### src/rtl/qeciphy_pkg.sv
// rtl/qeciphy_pkg.sv - shared QECIPHY types, constants and FAW detection.
package qeciphy_pkg;

  localparam logic [63:0] FAW_PATTERN   = 64'hF6F6_2828_A5C3_3C5A;
  localparam int          RX_FRAME_LEN  = 64;
  localparam int          RX_CRC_PERIOD = 7;

  typedef enum logic [1:0] {
    RX_ALIGN_DISABLED = 2'd0,
    RX_ALIGN_SEARCH   = 2'd1,
    RX_ALIGN_CHECK    = 2'd2,
    RX_ALIGN_LOCKED   = 2'd3
  } rx_align_state_t;

  function automatic logic is_faw(input logic [63:0] data);
    return data == FAW_PATTERN;
  endfunction

endpackage

### src/rtl/qeciphy_rx_frame_pos_counter.sv
// rtl/qeciphy_rx_frame_pos_counter.sv - beat position in frame plus CRC group phase.
module qeciphy_rx_frame_pos_counter #(
  parameter int FRAME_LEN  = 64,
  parameter int CRC_PERIOD = 7
) (
  input  logic clk_i,
  input  logic rst_i,
  input  logic clear_i,
  input  logic load_i,
  input  logic advance_i,
  output logic pos_zero_o,
  output logic crc_last_o
);

  localparam int POS_W = $clog2(FRAME_LEN);
  localparam int GRP_W = (CRC_PERIOD > 1) ? $clog2(CRC_PERIOD) : 1;
  localparam logic [POS_W-1:0] POS_LAST = POS_W'(FRAME_LEN - 1);
  localparam logic [GRP_W-1:0] GRP_LAST = GRP_W'(CRC_PERIOD - 1);
  localparam logic [GRP_W-1:0] GRP_ONE  = (CRC_PERIOD > 1) ? GRP_W'(1) : '0;

  logic [POS_W-1:0] pos_q, pos_d;
  logic [GRP_W-1:0] grp_q, grp_d;

  // Load marks the beat after a search hit, so it lands on pos 1.
  // Group phase is forced to 0 at frame wrap because the FAW beat is not in any group.
  always_comb begin
    pos_d = pos_q;
    grp_d = grp_q;
    if (clear_i) begin
      pos_d = '0;
      grp_d = '0;
    end else if (load_i) begin
      pos_d = POS_W'(1);
      grp_d = GRP_ONE;
    end else if (advance_i) begin
      if (pos_q == POS_LAST) begin
        pos_d = '0;
        grp_d = '0;
      end else begin
        pos_d = pos_q + 1'b1;
        grp_d = (grp_q == GRP_LAST) ? '0 : grp_q + 1'b1;
      end
    end
  end

  always_ff @(posedge clk_i) begin
    if (rst_i) begin
      pos_q <= '0;
      grp_q <= '0;
    end else begin
      pos_q <= pos_d;
      grp_q <= grp_d;
    end
  end

  assign pos_zero_o = (pos_q == '0);
  assign crc_last_o = (grp_q == '0) && (pos_q != '0);

endmodule

### src/rtl/qeciphy_rx_frame_aligner.sv
// rtl/qeciphy_rx_frame_aligner.sv - RX FAW search/confirm/flywheel aligner with loss-of-lock recovery.
module qeciphy_rx_frame_aligner
  import qeciphy_pkg::*;
#(
  parameter int FRAME_LEN    = RX_FRAME_LEN,
  parameter int CRC_PERIOD   = RX_CRC_PERIOD,
  parameter int LOCK_COUNT   = 7,
  parameter int UNLOCK_COUNT = 4,
  parameter int ERR_CNT_W    = 16
) (
  input  logic                 clk_i,
  input  logic                 rst_i,
  input  logic                 enable_i,
  input  logic [63:0]          tdata_i,
  input  logic                 tvalid_i,
  input  logic                 err_clr_i,
  output logic [63:0]          tdata_o,
  output logic                 tvalid_o,
  output logic                 locked_o,
  output logic                 faw_boundary_o,
  output logic                 crc_boundary_o,
  output logic                 lock_lost_o,
  output logic [ERR_CNT_W-1:0] faw_err_cnt_o,
  output logic [1:0]           align_state_o
);

  localparam int CHK_W  = $clog2(LOCK_COUNT + 1);
  localparam int MISS_W = $clog2(UNLOCK_COUNT + 1);

  if (FRAME_LEN < 2 || CRC_PERIOD < 1 || LOCK_COUNT < 1 || UNLOCK_COUNT < 1 ||
      ((FRAME_LEN - 1) % CRC_PERIOD) != 0) begin : g_bad_geometry
    $error("qeciphy_rx_frame_aligner: illegal frame geometry");
  end

  rx_align_state_t      state_q, state_d;
  logic [CHK_W-1:0]     check_cnt_q, check_cnt_d;
  logic [MISS_W-1:0]    miss_cnt_q, miss_cnt_d;
  logic                 armed_q, armed_d;
  logic [ERR_CNT_W-1:0] err_cnt_q, err_cnt_d;
  logic [63:0]          tdata_q, tdata_d;
  logic                 tvalid_q, tvalid_d, locked_q, locked_d;
  logic                 faw_b_q, faw_b_d, crc_b_q, crc_b_d, lost_q, lost_d;

  logic pc_clear, pc_load, pc_advance, pos_zero, crc_last, faw_hit, err_inc, in_lock;

  qeciphy_rx_frame_pos_counter #(
    .FRAME_LEN (FRAME_LEN),
    .CRC_PERIOD(CRC_PERIOD)
  ) u_pos (
    .clk_i     (clk_i),
    .rst_i     (rst_i),
    .clear_i   (pc_clear),
    .load_i    (pc_load),
    .advance_i (pc_advance),
    .pos_zero_o(pos_zero),
    .crc_last_o(crc_last)
  );

  always_comb begin
    state_d     = state_q;
    check_cnt_d = check_cnt_q;
    miss_cnt_d  = miss_cnt_q;
    armed_d     = armed_q;
    pc_clear    = 1'b0;
    pc_load     = 1'b0;
    pc_advance  = 1'b0;
    err_inc     = 1'b0;
    lost_d      = 1'b0;
    faw_hit     = is_faw(tdata_i);
    in_lock     = enable_i && (state_q == RX_ALIGN_LOCKED);

    if (!enable_i) begin
      state_d     = RX_ALIGN_DISABLED;
      check_cnt_d = '0;
      miss_cnt_d  = '0;
      armed_d     = 1'b0;
      pc_clear    = 1'b1;
    end else begin
      case (state_q)
        RX_ALIGN_DISABLED: state_d = RX_ALIGN_SEARCH;
        RX_ALIGN_SEARCH: begin
          if (tvalid_i && faw_hit) begin
            pc_load     = 1'b1;
            check_cnt_d = '0;
            state_d     = RX_ALIGN_CHECK;
          end else begin
            pc_advance = tvalid_i;
          end
        end
        RX_ALIGN_CHECK: begin
          pc_advance = tvalid_i;
          if (tvalid_i && pos_zero) begin
            if (!faw_hit) begin
              state_d = RX_ALIGN_SEARCH;
            end else if (check_cnt_q == CHK_W'(LOCK_COUNT - 1)) begin
              state_d    = RX_ALIGN_LOCKED;
              armed_d    = 1'b0;
              miss_cnt_d = '0;
            end else begin
              check_cnt_d = check_cnt_q + 1'b1;
            end
          end
        end
        RX_ALIGN_LOCKED: begin
          pc_advance = tvalid_i;
          if (tvalid_i && pos_zero) begin
            armed_d = 1'b1;
            if (faw_hit) begin
              miss_cnt_d = '0;
            end else begin
              err_inc = 1'b1;
              if (miss_cnt_q == MISS_W'(UNLOCK_COUNT - 1)) begin
                state_d    = RX_ALIGN_SEARCH;
                miss_cnt_d = '0;
                lost_d     = 1'b1;
              end else begin
                miss_cnt_d = miss_cnt_q + 1'b1;
              end
            end
          end
        end
        default: state_d = RX_ALIGN_DISABLED;
      endcase
    end

    // Clear beats a coincident increment; the counter sticks at all-ones.
    err_cnt_d = err_cnt_q;
    if (err_clr_i) begin
      err_cnt_d = '0;
    end else if (err_inc && (err_cnt_q != '1)) begin
      err_cnt_d = err_cnt_q + 1'b1;
    end

    tdata_d  = tdata_i;
    tvalid_d = tvalid_i && enable_i;
    locked_d = in_lock;
    faw_b_d  = in_lock && tvalid_i && pos_zero;
    crc_b_d  = in_lock && tvalid_i && armed_q && crc_last;
  end

  always_ff @(posedge clk_i) begin
    if (rst_i) begin
      state_q     <= RX_ALIGN_DISABLED;
      check_cnt_q <= '0;
      miss_cnt_q  <= '0;
      armed_q     <= 1'b0;
      err_cnt_q   <= '0;
      tdata_q     <= '0;
      tvalid_q    <= 1'b0;
      locked_q    <= 1'b0;
      faw_b_q     <= 1'b0;
      crc_b_q     <= 1'b0;
      lost_q      <= 1'b0;
    end else begin
      state_q     <= state_d;
      check_cnt_q <= check_cnt_d;
      miss_cnt_q  <= miss_cnt_d;
      armed_q     <= armed_d;
      err_cnt_q   <= err_cnt_d;
      tdata_q     <= tdata_d;
      tvalid_q    <= tvalid_d;
      locked_q    <= locked_d;
      faw_b_q     <= faw_b_d;
      crc_b_q     <= crc_b_d;
      lost_q      <= lost_d;
    end
  end

  assign tdata_o        = tdata_q;
  assign tvalid_o       = tvalid_q;
  assign locked_o       = locked_q;
  assign faw_boundary_o = faw_b_q;
  assign crc_boundary_o = crc_b_q;
  assign lock_lost_o    = lost_q;
  assign faw_err_cnt_o  = err_cnt_q;
  assign align_state_o  = state_q;

endmodule
### config.mk
export PLATFORM = sky130hd
export DESIGN_NAME = qeciphy_rx_frame_aligner
export DESIGN_NICKNAME = d
export VERILOG_FILES = /design/src/rtl/qeciphy_pkg.sv /design/src/rtl/qeciphy_rx_frame_pos_counter.sv /design/src/rtl/qeciphy_rx_frame_aligner.sv
export SDC_FILE = /design/constraint.sdc
export NUM_CORES = 1
export LEC_CHECK = 0
export BUFFER_PORTS_ARGS = -buffer_cell sky130_fd_sc_hd__buf_4
export CORE_AREA = 2 2 95 97
export DETAILED_ROUTE_END_ITERATION = 8
export DIE_AREA = 0 0 97 99
export PLACE_DENSITY_LB_ADDON = 0.2
export REMOVE_ABC_BUFFERS = 1
export SETUP_SLACK_MARGIN = 0.3
export SKIP_LAST_GASP = 1
export SYNTH_ARGS = -nofsm -noshare
export SYNTH_HDL_FRONTEND = slang
export SYNTH_HIERARCHICAL = 1
export SYNTH_SLANG_ARGS = --single-unit
### constraint.sdc
create_clock -name clk_i -period 2.6 [get_ports clk_i]
set_input_delay 0 -clock clk_i [delete_from_list [all_inputs] [get_ports clk_i]]
set_output_delay 0 -clock clk_i [all_outputs]
set_load 0.05 [all_outputs]
### Yosys cells after proc, flatten, opt, wreduce, memory -nomap -nowiden

Cells that the tools add are included.

* flip-flop bits (word level): 103
* latch bits: 0
* bits in writable memories: 0
* bits in read-only memories: 0
* output and inout port bits: 87
* logic and storage cells: 109
* memories kept: 0

* add/sub/neg operators: 5
* multipliers: 0
* divide/modulo/power cells: 0
* magnitude comparators: 0
* equality and inequality tests: 18
* shift operators: 0
* muxes and demuxes: 43
* bitwise operators: 3
* reductions and logical operators: 25

Operators with widths (count)
* equality test 64 bit (second input constant): 1
* two-way mux 3 bit: 12
* two-way mux 1 bit: 18
* adder 16 x 1 -> 16 bit (second input constant): 1
* inequality test 16 bit (second input constant): 1
* two-way mux 2 bit: 7
* inequality test 2 bit (second input constant): 6
* one-hot mux 3 bit (2 select lines): 2
* logical AND 1 bit: 10
* AND reduction 5 bit: 2
* adder 3 x 1 -> 3 bit (second input constant): 3
* one-hot mux 2 bit (4 select lines): 1
* adder 6 x 1 -> 6 bit (second input constant): 1
* equality test 3 bit (second input constant): 2
* equality test 6 bit (second input constant): 1
* logical NOT 6 bit: 1
* two-way mux 6 bit: 1
* AND reduction 6 bit: 1
* nonzero test 2 bit: 3
* nonzero test 6 bit: 1
* OR reduction 2 bit: 3
* OR reduction 5 bit: 1
* equality test 2 bit (second input constant): 2
* inequality test 2 x 1 -> 1 bit (second input constant): 2
* other kinds (8): 11

### Logic depth before layout (Yosys ltp)

Gate-level depths: netlist of run 1.

* depth in word-level cells: 7
* mapped depth: 9
* mapped depth without buffers: 9

### Cells and area by module

The synthesis of run 1 kept the hierarchy.

By module, submodules not included
* qeciphy_rx_frame_aligner: times used 1, cells each 355, area each 3570.9 µm², seq. area each 1881.8 µm²
* qeciphy_rx_frame_pos_counter: times used 1, cells each 60, area each 495.5 µm², seq. area each 180.2 µm²

### Worst setup path after synthesis of run 1

No wires, ideal clock.

* path kind: register -> register
* start: register err_cnt_q[6] (netlist: faw_err_cnt_o[6])
* end: register err_cnt_q[13] (netlist: faw_err_cnt_o[13])
* data arrival time: 2.214 ns
* required time: 2.472 ns
* setup slack: 0.259 ns
* cell stages (with the launch flop): 8
* buffers on the path: 1
* cells stage by stage: dfxtp_1 -> and4_1 -> nand3_1 -> o311ai_1 -> clkbuf_1 -> nor4_1 -> xnor2_1 -> nor2_1

* longest elaborated chain between the ends: 2

RTL lines
* from (decl): line qeciphy_rx_frame_aligner.sv:39 `logic [ERR_CNT_W-1:0] err_cnt_q, err_cnt_d;`
* from (signal assigned): line qeciphy_rx_frame_aligner.sv:159 `err_cnt_q <= err_cnt_d;`
* branches (longest 2 deep; another with adder 16 x 1 -> 16 bit)

Parallel ways; which one is timed is not known.
A chain may end at the register's enable or synchronous reset.

### Worst setup path after layout of run 1

* start: input port tdata_i[50]
* end: register miss_cnt_q[2]

* longest elaborated chain between the ends: 4

RTL lines
* from (decl): line qeciphy_rx_frame_aligner.sv:14 `input logic [63:0] tdata_i,`
* equality test 64 bit *: line qeciphy_pkg.sv:16 `return data == FAW_PATTERN;`
* two-way mux 3 bit: line qeciphy_rx_frame_aligner.sv:108 `if (faw_hit) begin`
* two-way mux 3 bit: line qeciphy_rx_frame_aligner.sv:106 `if (tvalid_i && pos_zero) begin`
* one-hot mux 3 bit (2 select lines): line qeciphy_rx_frame_aligner.sv:79 `case (state_q)`
* to (signal assigned): line qeciphy_rx_frame_aligner.sv:157 `miss_cnt_q <= miss_cnt_d;`
* to (decl): line qeciphy_rx_frame_aligner.sv:37 `logic [MISS_W-1:0] miss_cnt_q, miss_cnt_d;`

Mark *: on every way between the ends. The rest lies on a longest branch, timed or not. The select of a mux whose other input is x is not followed.

==> results of run 1 <==
==> stage by stage <==
stage | cell area, µm² | power, mW | instances | util (%) | TNS [ns]
5_1_grt | 6464 | 3.427 | 761 | 75.59 | 0
3_3_place_gp | 5386 | 2.173 | 673 | 62.99 | 0
2_1_floorplan | 4005 | 1.953 | 399 | - | -0.2684
6_report | 6464 | 3.325 | 761 | 75.59 | 0
4_1_cts | 6265 | 3.309 | 755 | 73.27 | 0
3_5_place_dp | 5386 | 2.178 | 673 | 62.99 | 0
==> cell families (layout without fill, tap and decap cells) <==
family          count (synthesis)  count (layout)  synth area share [%]
buf+inv                        27             265                 2.523
mux                             3               3                0.7692
xor+xnor                       16              16                 3.446
simple gates                  217             217                 32.92
fa+ha+maj                      10              10                 3.077
compound gates                 39              39                 6.554
flops                         103             103                 50.71
==> where the power goes <==
| group | total, mW | switching, mW | internal [mW] |
|---|---|---|---|
| Combinational | 0.596 | 0.340 | 0.256 |
| Sequential | 1.65 | 0.0175 | 1.63 |
| Clock | 1.08 | 0.610 | 0.469 |
==> synth_stat cells (all sizes together) (5+ instances only) <==
| master | n |
|---|---|
| dfxtp | 103 |
| nor2 | 29 |
| nor3 | 5 |
| nand4b | 6 |
| or3 | 5 |
| xnor2 | 12 |
| nand2 | 18 |
| ha | 10 |
| nor4bb | 11 |
| clkbuf | 14 |
| nor4b | 9 |
| nand4 | 14 |
| or4 | 5 |
| a21oi | 13 |
| nor2b | 68 |
| nor4 | 17 |
| nand3 | 18 |
| inv | 11 |
==> routing by layer <==
layer | vias to the layer above | share of wire [%] | global-route usage [%]
met4 | 0 | 3.0 | 9.859
met2 | 143 | 51 | 43.75
met3 | 27 | 5.6 | 5.745
li1 | 1933 | - | -
met5 | - | 0 | 0
met1 | 1861 | 40 | 28.11
==> flip-flops by register name (all words and copies together) (netlist names), 2 cells and up <==
signal         flops
u_pos/grp_q        3
check_cnt_q        3
miss_cnt_q         3
u_pos/pos_q        6
faw_err_cnt_o     16
align_state_o      2
tdata_o           64
==> how the worst max path moves through the flow <==
stage	cells past startpoint	start	slack, ns	end
global placement	8	tdata_i[21]	0.12	miss_cnt_q[0]$_SDFFE_PP0P_
global route	10	tdata_i[50]	0.23	miss_cnt_q[2]$_SDFFE_PP0P_
floorplan	6	faw_err_cnt_o[6]$_SDFFE_PP0P_	-0.11	faw_err_cnt_o[1]$_SDFFE_PP0P_
finish	10	tdata_i[50]	0.30	miss_cnt_q[2]$_SDFFE_PP0P_
CTS	7	u_pos/pos_q[2]$_SDFFE_PP0P_	0.30	faw_err_cnt_o[15]$_SDFFE_PP0P_
detailed placement	8	tdata_i[21]	0.12	miss_cnt_q[0]$_SDFFE_PP0P_
==> cell type report <==
cell class                      instances  area (µm²)
Clock inverter                          7       86.33
Tap cell                              108       135.1
Timing Repair Buffer                  238        1974
Fill cell                             555        2087
Multi-Input combinational cell        285        2041
Inverter                               11       41.29
Clock buffer                            9       123.9
Sequential cell                       103        2062
==> critical path, cell delays in order <==
cell and delay [ns]:
dlygate4sd3_1 0.52, buf_4 0.11, nor4bb_2 0.28, nand4_1 0.19, buf_4 0.21, nor4_4 0.38, a41oi_2 0.24, buf_4 0.21
buf_4 0.12, o311a_1 0.31
==> repair_timing <==
item,4_1_cts,5_1_grt
endpoints found under the hold margin,68,0
pin swaps,0,15
gates resized for setup,1,34
hold buffers,66,0
buffers inserted,0,5
endpoints found under the setup margin,1,19
gates cloned,0,1
==> results.py, run 1 <==
metrics = {
    "global_routing": {
        "grt_max_degree": 71,
        "overflow": 0,
        "grt_pass1_wl_um": 19040,
        "antenna_found_initial": 0,
        "grt_pass1_vias": 3995,
        "grt_use_total_pct": 24.41,
    },
    "logic_synthesis": {
        "synth_area_um2": 4066,
        "synth_cell_type_count": 49,
        "avgSynthCellArea_um2": 9.799,
        "seq_area_frac_synth_pct": 50.71,
        "synthTopCellsByArea": "dfxtp_1, nor2b_1, ha_1",
        "synth_edf_count": 0,
        "async_reset_ff_share_pct": 0,
        "synth_top_area_share_pct": 50.71,
        "syn_inst": 415,
        "yosys_warnings": 6,
        "synth_top_area_cell": "dfxtp_1",
        "dominantRegCellSynth": "dfxtp_1",
        "ys_seq_elements": 103,
    },
    "sta": {
        "worst_slew_pin_slew_ns": 0.7253,
        "fin_crit_sh_pct": 88.39,
        "fmax_mhz": 435.1,
        "setup_ws_ns": 0.3018,
        "rsz0062_at_grt": "true",
        "fin_crit_ns": 2.298,
        "slew_headroom_pct": 51.65,
        "setup_viol": 0,
        "fin_hold_ws_ns": 0.03943,
        "slew_viol_final": 0,
        "skew_ns": 0.006785,
        "hold_viol_final": 0,
    },
    "die": {
        "die-area_um2": 9603,
        "core_area_um2": 8551,
        "pin_count": 156,
        "die_h_um": 99,
        "start_util_pct": 47.56,
        "fp-row-count": 34,
        "die_w_um": 97,
    },
    "critical_path": {
        "rr_worst_depth": 7,
        "crit_arrival_ns": 2.58,
        "crit_type": "input pin to flip-flop",
        "r2r_end": "faw_err_cnt_o[15]$_SDFFE_PP0P_",
        "setup.worst_path.end_class": "flip-flop",
        "rrSetupSlack_ns": 0.40,
        "r2r_start": "u_pos/pos_q[2]$_SDFFE_PP0P_",
        "startpoint_type": "input pin",
        "crit_path_max_fanout": 4,
        "cp.required_ns": 2.88,
    },
    "placement": {
        "gp_congestion": 0.8124,
        "dp_hpwl_um": 7883,
        "place_ws_ns": 0.1180,
        "buffer_ports.inserted": 155,
    },
    "routing": {
        "avgViaCountPerCell": 5.209,
        "drc": 0,
        "vias": 3964,
        "avgRoutedWirePerCell_um": 15.86,
        "finalWirelength_um": 12070,
        "drt_iter0_drc": 189,
        "antenna_left": 0,
        "dr.pass1.iters": 4,
    },
    "cts": {
        "clock_latency_ns": 0.38,
        "cts_tree": "done",
        "root_buffer": "clkbuf_8",
        "cts-buffers-inserted": 9,
        "clockBufferDepth": 2,
        "clk_pin_slew_ns": 0.11,
        "cts.sinks": 103,
        "cts-htree-levels": 3,
    },
    "layout": {
        "antennaDiodeCount": 0,
        "final_cell_mix": "buf_4, dfxtp_1, nor2b_1",
        "final_common_cell": "buf_4",
        "area_growth_pct": 58.95,
        "nets": 727,
        "final_layout_size_suffix_gt1_share_pct": 32.77,
    },
    "min_path": {
        "min_to": "tdata_o[53]$_SDFF_PP0_",
        "hold_class": "input pin to flip-flop",
        "hold_depth": 3,
        "hold_start": "tdata_i[53]",
    },
    "power_and_ir_drop": {
        "peakVddDrop_v": 0.0004043,
        "leakage_nw": 2.700,
        "powerDensity_nw_per_um2": 514.4,
    },
    "flow_run": {
        "max-cap-violations": 0,
    },
    "outcome": {
        "status": "complete, no violations",
    },
}
(Power assumes the default switching activity.)
==> run 2: changes to the inputs <==
Settings changed: PLACE_DENSITY set to 0.76, PLACE_DENSITY_LB_ADDON 0.2 to not set, SKIP_CTS_REPAIR_TIMING set to 1.
==> run 2 against run 1 <==
Net effect:
- combinational power decreased by 3%
- flip-flop and latch count is the same
- non-clock buffer count is 11 lower
- critical path type is now flip-flop to flip-flop
- routed wire length grew 0.51%
- design area decreased by 3.9%
- global-route usage shrank 2.1 points
- sequential share of layout area rose by 1.3 points
- fmax grew 7.5%
==> results.py, run 2 (synthesis gave the netlist of run 1 again) <==
metrics = {
    "outcome": {
        "status": "complete, no violations",
    },
    "global_routing": {
        "grt_use_total_pct": 22.26,
        "grt_pass1_vias": 3543,
        "antenna_found_initial": 0,
        "grt_pass1_wl_um": 17370,
        "overflow": 0,
        "grt_max_degree": 71,
    },
    "sta": {
        "slew_viol_final": 0,
        "worst_slew_pin_slew_ns": 0.7097,
        "fin_hold_ws_ns": 0.01087,
        "hold_viol_final": 0,
        "fin_crit_sh_pct": 82.21,
        "setup_ws_ns": 0.4625,
        "rsz0062_at_grt": "false",
        "fmax_mhz": 467.8,
        "skew_ns": 0.01281,
        "finalSetupTns_ns": 0,
        "slew_headroom_pct": 52.69,
        "setup_viol": 0,
        "fin_crit_ns": 2.138,
    },
    "critical_path": {
        "crit_arrival_ns": 2.43,
        "startpoint_type": "flip-flop",
        "setup.worst_path.end_class": "flip-flop",
        "crit_path_max_fanout": 5,
        "cp.required_ns": 2.90,
        "crit_type": "flip-flop to flip-flop",
    },
    "cts": {
        "cts-htree-levels": 3,
        "cts_tree": "done",
        "root_buffer": "clkbuf_8",
        "clk_pin_slew_ns": 0.11,
        "cts-buffers-inserted": 9,
        "cts.sinks": 103,
        "clockBufferDepth": 2,
        "clock_latency_ns": 0.36,
    },
    "layout": {
        "final_cells": 750,
        "area_growth_pct": 52.77,
        "final_common_cell": "buf_4",
        "largest_reg_flops": 64,
        "antennaDiodeCount": 0,
        "fillers": 600,
        "nets": 716,
        "final_layout_size_suffix_gt1_share_pct": 29.28,
        "final_cell_mix": "buf_4, dfxtp_1, nor2b_1",
    },
    "placement": {
        "gp_congestion": 0.8854,
        "dp_cells": 669,
        "place_ws_ns": 0.1910,
        "buffer_ports.inserted": 155,
        "dp_hpwl_um": 8036,
    },
    "routing": {
        "finalWirelength_um": 12130,
        "avgRoutedWirePerCell_um": 16.17,
        "vias": 4019,
        "dr.pass1.iters": 5,
        "drt_iter0_drc": 218,
        "drc": 0,
        "antenna_left": 0,
        "avgViaCountPerCell": 5.359,
    },
    "power_and_ir_drop": {
        "total_power_mw": 3.202,
        "powerDensity_nw_per_um2": 515.4,
        "leakage_nw": 2.548,
        "peakVddDrop_v": 0.0003562,
    },
    "flow_run": {
        "max-cap-violations": 0,
    },
    "die": {
        "fp-row-count": 34,
        "pin_count": 156,
        "die-area_um2": 9603,
        "core_area_um2": 8551,
        "start_util_pct": 47.56,
        "die_h_um": 99,
        "die_w_um": 97,
    },
    "min_path": {
        "hold_class": "input pin to flip-flop",
    },
}
run 2: cell count changes in the layout (fill, tap and decap cells not counted), moves of 3 or more:
cell            change
dlygate4sd3_1       +3
buf_6               -4
a21oi_1             +3
dlymetal6s4s_1      -4
buf_4               -5
nor4_1              +3
run 2: critical path, stage by stage (launching register included):
cell      delay, ns
dfxtp_1        0.39
nor4_1         0.28
and2_4         0.21
and2_4         0.16
o311ai_2       0.11
or3_1          0.38
or4_1          0.40
a21oi_1        0.15
run 2: final cells by class:
cell class	instances	area, µm²	area share, %
sequential	103	2062	33.19
multi-input combinational	285	1921	30.92
timing repair buffer	227	1867	30.05
tap	108	135.1	2.175
clock buffer	9	123.9	1.994
clock inverter	7	62.56	1.007
inverter	11	41.29	0.6647
run 2: worst paths after layout:
kind	start	to	slack (ns)	depth (start not counted)
setup / recovery	u_pos/pos_q[2]$_SDFFE_PP0P_	faw_err_cnt_o[15]$_SDFFE_PP0P_	0.46	7
hold reg to reg	miss_cnt_q[2]$_SDFFE_PP0P_	miss_cnt_q[2]$_SDFFE_PP0P_	0.46	1
setup reg to reg	u_pos/pos_q[2]$_SDFFE_PP0P_	faw_err_cnt_o[15]$_SDFFE_PP0P_	0.46	7
hold / removal	enable_i	u_pos/grp_q[0]$_SDFFE_PP0P_	0.01	3
run 2: power by group:
part	total, mW	switching, mW	internal, mW
clock network	0.974	0.606	0.369
registers	1.65	0.0166	1.63
logic	0.579	0.332	0.247
total	3.20	0.954	2.25
run 2: through the flow:
stage / utilization, % / cell area [µm²]
CTS: 64.82 / 5543
global placement: 62.64 / 5356
finish: 72.65 / 6212
global route: 72.65 / 6212
floorplan: - / 4005
detailed placement: 62.64 / 5356
run 2: routing by layer:
layer	global-route usage, %	vias up	wire length (µm)
li1	-	1916	-
met4	8.342	0	332
met1	28.00	1907	5005
met3	4.397	27	709
met2	38.03	169	6081
met5	0	-	0
